--- src/rtl/decode_stage.sv ---
// RV32I decode stage: register file with write-through bypass, immediate/control decode,
// load-use hazard detection and the D/E pipeline register. `define DECODE_MUL_EN enables M-extension multiply decode.
module decode_stage #(
  parameter logic [31:0] RESET_PC = 32'h0
) (
  input  logic        clock,
  input  logic        reset,
  input  logic [31:0] fd_pc,
  input  logic [31:0] fd_instr,
  input  logic        dcache_stall,
  input  logic        icache_stall,
  input  logic        mul_stall,
  input  logic        br_en,
  input  logic        wb_en,
  input  logic [4:0]  wb_rd,
  input  logic [31:0] wb_data,
  output logic        load_stall,
  output logic [31:0] de_pc,
  output logic [31:0] de_rs1_data,
  output logic [31:0] de_rs2_data,
  output logic [31:0] de_imm,
  output logic [4:0]  de_rs1,
  output logic [4:0]  de_rs2,
  output logic [4:0]  de_rd,
  output logic [2:0]  de_funct3,
  output logic [3:0]  de_alu_op,
  output logic        de_alu_src,
  output logic        de_regwrite,
  output logic        de_memread,
  output logic        de_memwrite,
  output logic        de_branch,
  output logic        de_jal,
  output logic        de_jalr,
  output logic        de_mul,
  output logic        de_illegal
);

  typedef enum logic [3:0] {
    ALU_ADD   = 4'd0,
    ALU_SUB   = 4'd1,
    ALU_SLL   = 4'd2,
    ALU_SLT   = 4'd3,
    ALU_SLTU  = 4'd4,
    ALU_XOR   = 4'd5,
    ALU_SRL   = 4'd6,
    ALU_SRA   = 4'd7,
    ALU_OR    = 4'd8,
    ALU_AND   = 4'd9,
    ALU_PASSB = 4'd10,
    ALU_ADDPC = 4'd11
  } alu_op_e;

  typedef enum logic [6:0] {
    OPC_LUI    = 7'b0110111,
    OPC_AUIPC  = 7'b0010111,
    OPC_JAL    = 7'b1101111,
    OPC_JALR   = 7'b1100111,
    OPC_BRANCH = 7'b1100011,
    OPC_LOAD   = 7'b0000011,
    OPC_STORE  = 7'b0100011,
    OPC_OPIMM  = 7'b0010011,
    OPC_OP     = 7'b0110011
  } opcode_e;

  typedef enum logic [2:0] {
    FMT_NONE,
    FMT_R,
    FMT_I,
    FMT_S,
    FMT_B,
    FMT_U,
    FMT_J
  } fmt_e;

  typedef struct packed {
    logic [31:0] pc;
    logic [31:0] rs1_data;
    logic [31:0] rs2_data;
    logic [31:0] imm;
    logic [4:0]  rs1;
    logic [4:0]  rs2;
    logic [4:0]  rd;
    logic [2:0]  funct3;
    alu_op_e     alu_op;
    logic        alu_src;
    logic        regwrite;
    logic        memread;
    logic        memwrite;
    logic        branch;
    logic        jal;
    logic        jalr;
    logic        mul;
    logic        illegal;
  } de_t;

  function automatic de_t bubble();
    de_t b;
    b    = '0;
    b.pc = RESET_PC;
    return b;
  endfunction

  logic [31:0] regs [32];
  logic [4:0]  rs1_idx;
  logic [4:0]  rs2_idx;
  logic [31:0] rs1_val;
  logic [31:0] rs2_val;
  logic [6:0]  funct7;
  fmt_e        fmt;
  logic        use_rs1;
  logic        use_rs2;
  logic        hold;
  de_t         dec;
  de_t         de_q;

  assign rs1_idx = fd_instr[19:15];
  assign rs2_idx = fd_instr[24:20];
  assign funct7  = fd_instr[31:25];
  assign hold    = dcache_stall | icache_stall | mul_stall;

  // Register file; x0 is never written so it stays 0 from reset.
  always_ff @(posedge clock or negedge reset) begin
    if (!reset) begin
      for (int unsigned i = 0; i < 32; i++) regs[i] <= '0;
    end else if (wb_en && wb_rd != 5'd0) begin
      regs[wb_rd] <= wb_data;
    end
  end

  always_comb begin
    rs1_val = '0;
    if (rs1_idx != 5'd0) rs1_val = (wb_en && wb_rd == rs1_idx) ? wb_data : regs[rs1_idx];
  end

  always_comb begin
    rs2_val = '0;
    if (rs2_idx != 5'd0) rs2_val = (wb_en && wb_rd == rs2_idx) ? wb_data : regs[rs2_idx];
  end

  always_comb begin
    dec = bubble();
    fmt = FMT_NONE;
    if (fd_instr != 32'd0) begin
      dec.pc       = fd_pc;
      dec.rs1      = rs1_idx;
      dec.rs2      = rs2_idx;
      dec.rd       = fd_instr[11:7];
      dec.funct3   = fd_instr[14:12];
      dec.rs1_data = rs1_val;
      dec.rs2_data = rs2_val;
      case (fd_instr[6:0])
        OPC_LUI: begin
          fmt = FMT_U; dec.regwrite = 1'b1; dec.alu_src = 1'b1; dec.alu_op = ALU_PASSB;
        end
        OPC_AUIPC: begin
          fmt = FMT_U; dec.regwrite = 1'b1; dec.alu_src = 1'b1; dec.alu_op = ALU_ADDPC;
        end
        OPC_JAL: begin
          fmt = FMT_J; dec.regwrite = 1'b1; dec.jal = 1'b1; dec.alu_src = 1'b1; dec.alu_op = ALU_ADDPC;
        end
        OPC_JALR: begin
          fmt = FMT_I; dec.regwrite = 1'b1; dec.jalr = 1'b1; dec.alu_src = 1'b1; dec.alu_op = ALU_ADDPC;
        end
        OPC_BRANCH: begin
          fmt = FMT_B; dec.branch = 1'b1; dec.alu_op = ALU_SUB;
        end
        OPC_LOAD: begin
          fmt = FMT_I; dec.regwrite = 1'b1; dec.memread = 1'b1; dec.alu_src = 1'b1;
        end
        OPC_STORE: begin
          fmt = FMT_S; dec.memwrite = 1'b1; dec.alu_src = 1'b1;
        end
        OPC_OPIMM, OPC_OP: begin
          fmt          = (fd_instr[6:0] == OPC_OP) ? FMT_R : FMT_I;
          dec.regwrite = 1'b1;
          dec.alu_src  = (fd_instr[6:0] == OPC_OPIMM);
          case (fd_instr[14:12])
            3'b000:  dec.alu_op = (fd_instr[6:0] == OPC_OP && fd_instr[30]) ? ALU_SUB : ALU_ADD;
            3'b001:  dec.alu_op = ALU_SLL;
            3'b010:  dec.alu_op = ALU_SLT;
            3'b011:  dec.alu_op = ALU_SLTU;
            3'b100:  dec.alu_op = ALU_XOR;
            3'b101:  dec.alu_op = fd_instr[30] ? ALU_SRA : ALU_SRL;
            3'b110:  dec.alu_op = ALU_OR;
            default: dec.alu_op = ALU_AND;
          endcase
          if (fd_instr[6:0] == OPC_OP && funct7 == 7'b0000001) begin
            dec.alu_op = ALU_ADD;
`ifdef DECODE_MUL_EN
            dec.mul = 1'b1;
`else
            fmt          = FMT_NONE;
            dec.regwrite = 1'b0;
            dec.illegal  = 1'b1;
`endif
          end
        end
        default: dec.illegal = 1'b1;
      endcase

      case (fmt)
        FMT_I:   dec.imm = {{20{fd_instr[31]}}, fd_instr[31:20]};
        FMT_S:   dec.imm = {{20{fd_instr[31]}}, fd_instr[31:25], fd_instr[11:7]};
        FMT_B:   dec.imm = {{19{fd_instr[31]}}, fd_instr[31], fd_instr[7], fd_instr[30:25], fd_instr[11:8], 1'b0};
        FMT_U:   dec.imm = {fd_instr[31:12], 12'b0};
        FMT_J:   dec.imm = {{11{fd_instr[31]}}, fd_instr[31], fd_instr[19:12], fd_instr[20], fd_instr[30:21], 1'b0};
        default: dec.imm = '0;
      endcase
    end
  end

  assign use_rs1 = (fmt == FMT_R) || (fmt == FMT_I) || (fmt == FMT_S) || (fmt == FMT_B);
  assign use_rs2 = (fmt == FMT_R) || (fmt == FMT_S) || (fmt == FMT_B);

  // Stall only when the instruction in execute is a load whose result the current one consumes.
  assign load_stall = !br_en && de_q.memread && (de_q.rd != 5'd0) &&
                      ((use_rs1 && de_q.rd == rs1_idx) || (use_rs2 && de_q.rd == rs2_idx));

  always_ff @(posedge clock or negedge reset) begin
    if (!reset) begin
      de_q <= bubble();
    end else if (!hold) begin
      if (br_en || load_stall) de_q <= bubble();
      else                     de_q <= dec;
    end
  end

  assign de_pc       = de_q.pc;
  assign de_rs1_data = de_q.rs1_data;
  assign de_rs2_data = de_q.rs2_data;
  assign de_imm      = de_q.imm;
  assign de_rs1      = de_q.rs1;
  assign de_rs2      = de_q.rs2;
  assign de_rd       = de_q.rd;
  assign de_funct3   = de_q.funct3;
  assign de_alu_op   = de_q.alu_op;
  assign de_alu_src  = de_q.alu_src;
  assign de_regwrite = de_q.regwrite;
  assign de_memread  = de_q.memread;
  assign de_memwrite = de_q.memwrite;
  assign de_branch   = de_q.branch;
  assign de_jal      = de_q.jal;
  assign de_jalr     = de_q.jalr;
  assign de_mul      = de_q.mul;
  assign de_illegal  = de_q.illegal;

endmodule

--- config.mk ---
export PLATFORM = sky130hd
export DESIGN_NAME = decode_stage
export DESIGN_NICKNAME = d
export VERILOG_FILES = /design/src/rtl/decode_stage.sv
export SDC_FILE = /design/constraint.sdc
export NUM_CORES = 2
export LEC_CHECK = 0
export BUFFER_PORTS_ARGS = -buffer_cell sky130_fd_sc_hd__buf_2
export CORE_UTILIZATION = 40
export CTS_BUF_LIST = sky130_fd_sc_hd__clkbuf_4
export CTS_CLUSTER_SIZE = 20
export DETAILED_ROUTE_END_ITERATION = 7
export SLEW_MARGIN = 20
export SYNTH_ARGS = -nofsm -noshare
export SYNTH_HDL_FRONTEND = slang
export SYNTH_SLANG_ARGS = --single-unit
--- constraint.sdc ---
create_clock -name clock -period 1.9 [get_ports clock]
set_clock_uncertainty 0.05 [all_clocks]
set_input_delay 0.19 -clock clock [delete_from_list [all_inputs] [get_ports clock]]
set_output_delay 0.19 -clock clock [all_outputs]
set_load 0.1 [all_outputs]
Word level (Yosys, flattened, before mapping)
Index checks and enable logic that the tools add are counted.
- bits in registers: 1183
- bits of input ports: 108
- order comparisons: 4
- equality and inequality tests: 29
- mux-type cells: 37
- bitwise operators: 5
- reduce and logical (&&, ||, !) cells: 32
- operators with widths (operator ; count):
    1024-bit bitwise mux ; 1
    32-bit binary-select mux with 5-bit select ; 2
    32-bit two-way mux ; 9
    32-bit demux with 5-bit select ; 1
    32-bit case mux with 5 select lines ; 1
    159-bit two-way mux ; 1
    157-bit two-way mux ; 1
    32-bit nonzero test ; 1
    4-bit case mux with 7 select lines ; 1
    3-bit equality test, second input constant ; 7
    7-bit by 6-bit equality test with 1-bit output, second input constant ; 3
    7-bit equality test, second input constant ; 3
    5-bit equality test ; 4
    5-bit nonzero test ; 4
    3-bit by 2-bit equality test with 1-bit output, second input constant ; 6
    6-bit greater-or-equal comparator, second input constant ; 3
    5-bit inverter with 6-bit output ; 3
    3-bit case mux with 6 select lines ; 1
    4-bit case mux with 4 select lines ; 1
    7-bit by 5-bit equality test with 1-bit output, second input constant ; 2
    1-bit logical AND ; 11
    1-bit two-way mux ; 10
    7-bit by 1-bit equality test with 1-bit output, second input constant ; 1
    7-bit by 2-bit equality test with 1-bit output, second input constant ; 1
    other kinds (15) ; 29

Longest topological paths before layout
- depth in word-level cells: 15
- gate-level depth with buffers: 10
- depth with buffers taken out: 6

Worst setup path after synthesis
Ideal clock, no wire load.
- kind: register -> output
- from: register de_q, in the netlist de_rd[3]
- to: output port load_stall
- arrival time: 4.070 ns
- required time: 1.660 ns
- path slack: -2.410 ns
- stages on the path, launching flop included: 6
- buffers on the path: 0
- cells stage by stage: dfrtp_1 -> xor2_1 -> nor3_1 -> nand3_1 -> a211oi_1 -> nor3b_1
- word-level cells in the longest chain between the ends: 4
- elaborated cells between the ends (all ways): 8
- ends and longest elaborated chain (item ; line ; text):
    start: declaration ; 114 ; de_t de_q;
    start signal: assignment ; 221 ; de_q <= bubble();
    start signal: assignment ; 223 ; if (br_en || load_stall) de_q <= bubble();
    5-bit equality test ; 217 ; ((use_rs1 && de_q.rd == rs1_idx) || (use_rs2 && de_q.rd == rs2_idx));
    1-bit logical AND ; 217 ;
    1-bit logical OR ; 217 ;
    1-bit logical AND * ; 216 ; assign load_stall = !br_en && de_q.memread && (de_q.rd != 5'd0) &&
    end: declaration ; 17 ; output logic load_stall,
Every way passes the cells marked *; elsewhere a longest branch is shown, timed or not.

Worst setup path in the final report
- from: register de_q, in the netlist de_rd[2]
- to: output port load_stall
The elaborated chain is that of the path after synthesis.

==> results.md <==
- The flow ran to the end, but the final reports show violations.
- The final reports fail on setup timing.
- The slowest cell on the critical path is sky130_fd_sc_hd__dfrtp_4.
- In this run the tightest slew margin relative to its limit is between 10% and 20%.
- The count of H-tree levels built during CTS is 5.
- Sorting the synthesized cells by how often they occur yields 1182 x sky130_fd_sc_hd__dfrtp_1, 1059 x sky130_fd_sc_hd__mux2_2, 463 x sky130_fd_sc_hd__mux4_2.
- The count of routing violations after the opening detailed-route iteration is 4576.
- The remaining routing DRC violations is 0.
- In this run the worst setup path begins at de_rd[2].
- The post-layout instance area is 0.0832 mm2.
- The capturing element type of the critical path is a primary output.
- The residual overflow from global routing is 0.
- Across the run, the number of max-cap violations was 0.
- Counting both buffers and inverters, the worst setup path holds a total of 3.
- The width of the chip is about 390 um.
- The post-detailed-route count of antenna-violating nets is 0.
- Counting cells, the worst reg-to-reg path comes to 11.
- The boundary pin count is about 270.
- Input and output buffers added on the ports amount to 266.
- The cell with the most instances after synthesis is sky130_fd_sc_hd__dfrtp_1.
- STA puts the critical path data arrival time at around 3.3 ns.
- The first-pass iteration count of the detailed router is 7.
- The average wire per cell in the routed design is 30.5 um.
- Counting flops with a built-in enable in the synthesized netlist gives 0.
- Counting along the longest clock path gives a buffer depth of 4.
- The worst register-to-register path has a setup slack of -0.91 ns.
- The placer's final routability congestion estimate is 0.874.
- The endpoint identified for the worst register-to-register timing path is de_rs1_data[28].
- Detailed placement finished with a half-perimeter wire length of 144000 um.
- The floorplan has between 100 and 150 rows.
- Averaged over all synthesized cells, the footprint is approximately 14 um2.
- The tree is rooted in a sky130_fd_sc_hd__clkbuf_4.
- Among cell families on the critical path, the largest total delay comes from simple AND/OR/NAND/NOR gates.
- Following the worst setup path forward leads to its endpoint at load_stall.
- The leading area contributor after synthesis is sky130_fd_sc_hd__dfrtp_1.
- The critical path runs through a total of 9 cells.
- The worst hold path belongs to the class in2reg.
- In this run the vertical extent of the chip is 395 um.
- The count of unique library cells instantiated by Yosys is 65.
- On the worst path, the slowest cell contributes a delay of 0.52 ns.
- The core area is around 0.15 mm2.
- For the pin with the worst max-slew slack, the measured transition is ~1.3 ns.
- In this run the cell area measured after placement is between 0.07 and 0.08 mm2.
- The number of hold-slack violations in the final timing report is 0.
- STA classifies the critical path startpoint as a flip-flop.
- The minimum clock period is approximately 3.6 ns.
- The routed wire length is 239000 um.
- The overall via count from detail_route is 47600.
- For this run, the number of Yosys warnings is 0.
- The cell area after technology mapping is 0.0618 mm2.
- The pin count of the biggest net entering global routing is 130.
- For this run, the register share of the synthesized area comes to between 40% and 50%.
- The commonest register cell after synthesis is sky130_fd_sc_hd__dfrtp_1.
- The initial antenna violation count is 7.
- The die covers about 0.16 mm2.
- TritonCTS built the clock tree.
- Data on the critical path is required at its endpoint by 1.66 ns.
- The type of the worst setup path is reg2out.
- The worst setup slack after layout is -1.67 ns.
- The number of vias per cell is 6.08.
- The most frequent cell on the critical path is sky130_fd_sc_hd__buf_4.
- The clock latency reported for the late side of the worst-skew pair is 1.38 ns.
- The number of nets in the synthesized netlist is approximately 4400.
- The share of the cycle needed by the critical path after routing is 188%.
- Traced cell by cell, the critical path runs through xor2_2 > nor3_2 > nand3_1 > buf_4 > nand2_1 > a21boi_0 > buf_4 > nor3b_4 > buf_12.
- The number of buffers added by the clock tree synthesis step is 347.
- The number of global-route vias before repair is roughly 49000.
- The fraction of registers with async set or reset after synthesis is 100%.
- The total count of max-transition violations in the final report is 0.
- The share of synthesized area in the top cell type comes to between 40 and 50%.
- The number of nets in the layout is approximately 5600.
- The worst flop-to-flop path startpoint is de_rd[2].
- The proportion of layout cells with a drive suffix above 1 is between 50% and 60%.
- IR analysis of the VDD net gives a maximum drop of about 0.57 mV.
- The sink count of the clock tree is around 1200.
- The initial cell density of the core is about two fifths.
- The area growth from synthesis to layout is 34.6%.
- Setup violations remaining at the end of the flow were counted as ~350.
- Along the worst path, the maximum fanout reaches 3.
- Synthesis handed over a netlist of 4261 instances.
- The static leakage power is between 30 and 40 nW.
- The total global routing track utilization is between 20% and 30%.
- Dividing total power by cell area gives a power density of 949 mW/mm2.
- By area the synthesized netlist is led by sky130_fd_sc_hd__dfrtp_1 48%, sky130_fd_sc_hd__mux2_2 19%, sky130_fd_sc_hd__mux4_2 17%.
- The highest clock frequency the design can meet is 280 MHz.
- The clock transition at the registers of the reported paths is roughly 0.080 ns.
- The wire length of the first global-routing pass is around 340000 um.
- Counting flops and latches in the post-synthesis netlist gives between 1000 and 1500.
- The total power of the final layout is 0.0789 W.
- Setup repair after global routing could not meet its margin everywhere.
==> cell families (layout without fill, tap and decap cells) <==
| group | Yosys count | count (layout) | synth area share, % |
|---|---|---|---|
| compound gates | 545 | 546 | 6.74 |
| xor+xnor | 20 | 20 | 0.284 |
| flops | 1182 | 1182 | 47.9 |
| mux | 1698 | 1698 | 39.0 |
| buf+inv | 484 | 2003 | 3.42 |
| other cells | 1 | 11 | 0.00607 |
| simple gates | 331 | 331 | 2.63 |
==> power by group <==
part	switching (W)	leakage [nW]	total [W]	internal, W
logic	0.00959	19.4	0.0214	0.0118
clock network	0.0117	2.52	0.0242	0.0125
registers	0.00357	15.2	0.0333	0.0297
==> through the flow <==
step	setup TNS, ns	setup slack (ns)	util (%)	cells	hold slack, ns
2_1_floorplan	-38.32	-0.645	-	4261	-0.156
3_3_place_gp	-198.41	-1.08	47.1	6850	0.104
3_5_place_dp	-197.24	-1.03	47.1	6850	0.105
4_1_cts	-180.89	-1.61	53.7	7756	-0.135
5_1_grt	-175.18	-1.79	54.5	7815	0.00463
6_report	-165.05	-1.67	54.5	7821	0.0490
==> tightest hold or removal path: stages <==
cell                      delay [ns]
sky130_fd_sc_hd__buf_2          0.15
sky130_fd_sc_hd__buf_4          0.14
sky130_fd_sc_hd__buf_4          0.14
sky130_fd_sc_hd__and3b_1        0.29
sky130_fd_sc_hd__nand2_4        0.24
sky130_fd_sc_hd__mux2_2         0.19
==> what timing repair did <==
action	CTS	global route
pin swaps	5	9
hold buffers	273	8
gates cloned	7	9
endpoints found under the hold margin	2332	804
endpoints found under the setup margin	316	471
setup buffers	33	51
resized for setup	707	114
==> area by class of cell <==
type,count,area (um2)
clock buffers,499,3750
diodes,10,25.0
flip-flops and latches,1182,29600
multi-input cells,2596,31100
inverters,5,18.8
repair buffers,1405,15600
fillers,12200,69500
well taps,2030,2540
clock inverters,94,470
==> sequential cells by signal, summed over array words and instances (netlist names) <==
| name | flops |
|---|---|
| de_pc | 32 |
| de_rs2 | 5 |
| de_jal | 1 |
| de_rs1 | 5 |
| de_alu_op | 4 |
| de_funct3 | 3 |
| de_rs2_data | 32 |
| de_illegal | 1 |
| de_memread | 1 |
| de_regwrite | 1 |
| de_rd | 5 |
| de_jalr | 1 |
| de_memwrite | 1 |
| de_alu_src | 1 |
| regs | 1024 |
| de_imm | 32 |
| de_branch | 1 |
| de_rs1_data | 32 |
==> cell usage in the layout, fill, tap and decap left out, types with 8 or more instances in the layout <==
cell                            count
sky130_fd_sc_hd__nor2_4            17
sky130_fd_sc_hd__nor2b_1           47
sky130_fd_sc_hd__nor3_1            50
sky130_fd_sc_hd__a211oi_1          79
sky130_fd_sc_hd__dlygate4sd3_1    271
sky130_fd_sc_hd__mux2_2          1059
sky130_fd_sc_hd__a22oi_1           39
sky130_fd_sc_hd__nand2_1          106
sky130_fd_sc_hd__buf_12           341
sky130_fd_sc_hd__dfrtp_1         1139
sky130_fd_sc_hd__buf_4            656
sky130_fd_sc_hd__a21oi_1           82
sky130_fd_sc_hd__a22o_1            65
sky130_fd_sc_hd__mux4_2           463
sky130_fd_sc_hd__o41ai_2            8
sky130_fd_sc_hd__dfrtp_2           39
sky130_fd_sc_hd__a21boi_0          19
sky130_fd_sc_hd__nand2_4           10
sky130_fd_sc_hd__o22ai_1           80
sky130_fd_sc_hd__nor2_1            29
sky130_fd_sc_hd__clkbuf_4         499
sky130_fd_sc_hd__o21ai_0           22
sky130_fd_sc_hd__o2bb2ai_1         13
sky130_fd_sc_hd__o41ai_4            9
sky130_fd_sc_hd__a221oi_1          13
sky130_fd_sc_hd__o21ai_2           23
sky130_fd_sc_hd__a32o_1             9
sky130_fd_sc_hd__xor2_1            13
sky130_fd_sc_hd__o31ai_4           37
sky130_fd_sc_hd__buf_6             15
sky130_fd_sc_hd__nand3b_1           8
sky130_fd_sc_hd__buf_8             10
sky130_fd_sc_hd__clkinv_1          79
sky130_fd_sc_hd__o31ai_2           11
sky130_fd_sc_hd__buf_2             98
sky130_fd_sc_hd__mux2i_1          176
sky130_fd_sc_hd__diode_2           10
==> worst min path at each step <==
| stage | startpoint | to | slack, ns | cells after the start |
|---|---|---|---|---|
| after floorplan | reset | de_alu_op[0] | -0.16 | 0 |
| after global placement | reset | regs[310] | 0.10 | 1 |
| after detailed placement | reset | regs[310] | 0.10 | 1 |
| after CTS | fd_instr[18] | de_rs1_data[28] | -0.14 | 6 |
| after global routing | wb_rd[0] | de_rs2_data[31] | 0.005 | 7 |
| final | wb_rd[0] | regs[807] | 0.05 | 6 |
==> per-layer routing <==
metal	routed length [um]	part of all wire (%)	track usage, %	up-vias
met5	0	0	0	-
met4	13100	5.5	13.9	0
met3	19400	8.1	6.70	754
met2	112000	47	47.4	2526
met1	93900	39	38.7	25100
li1	-	-	-	19200
Note: power is estimated with default switching activity, not from simulation.
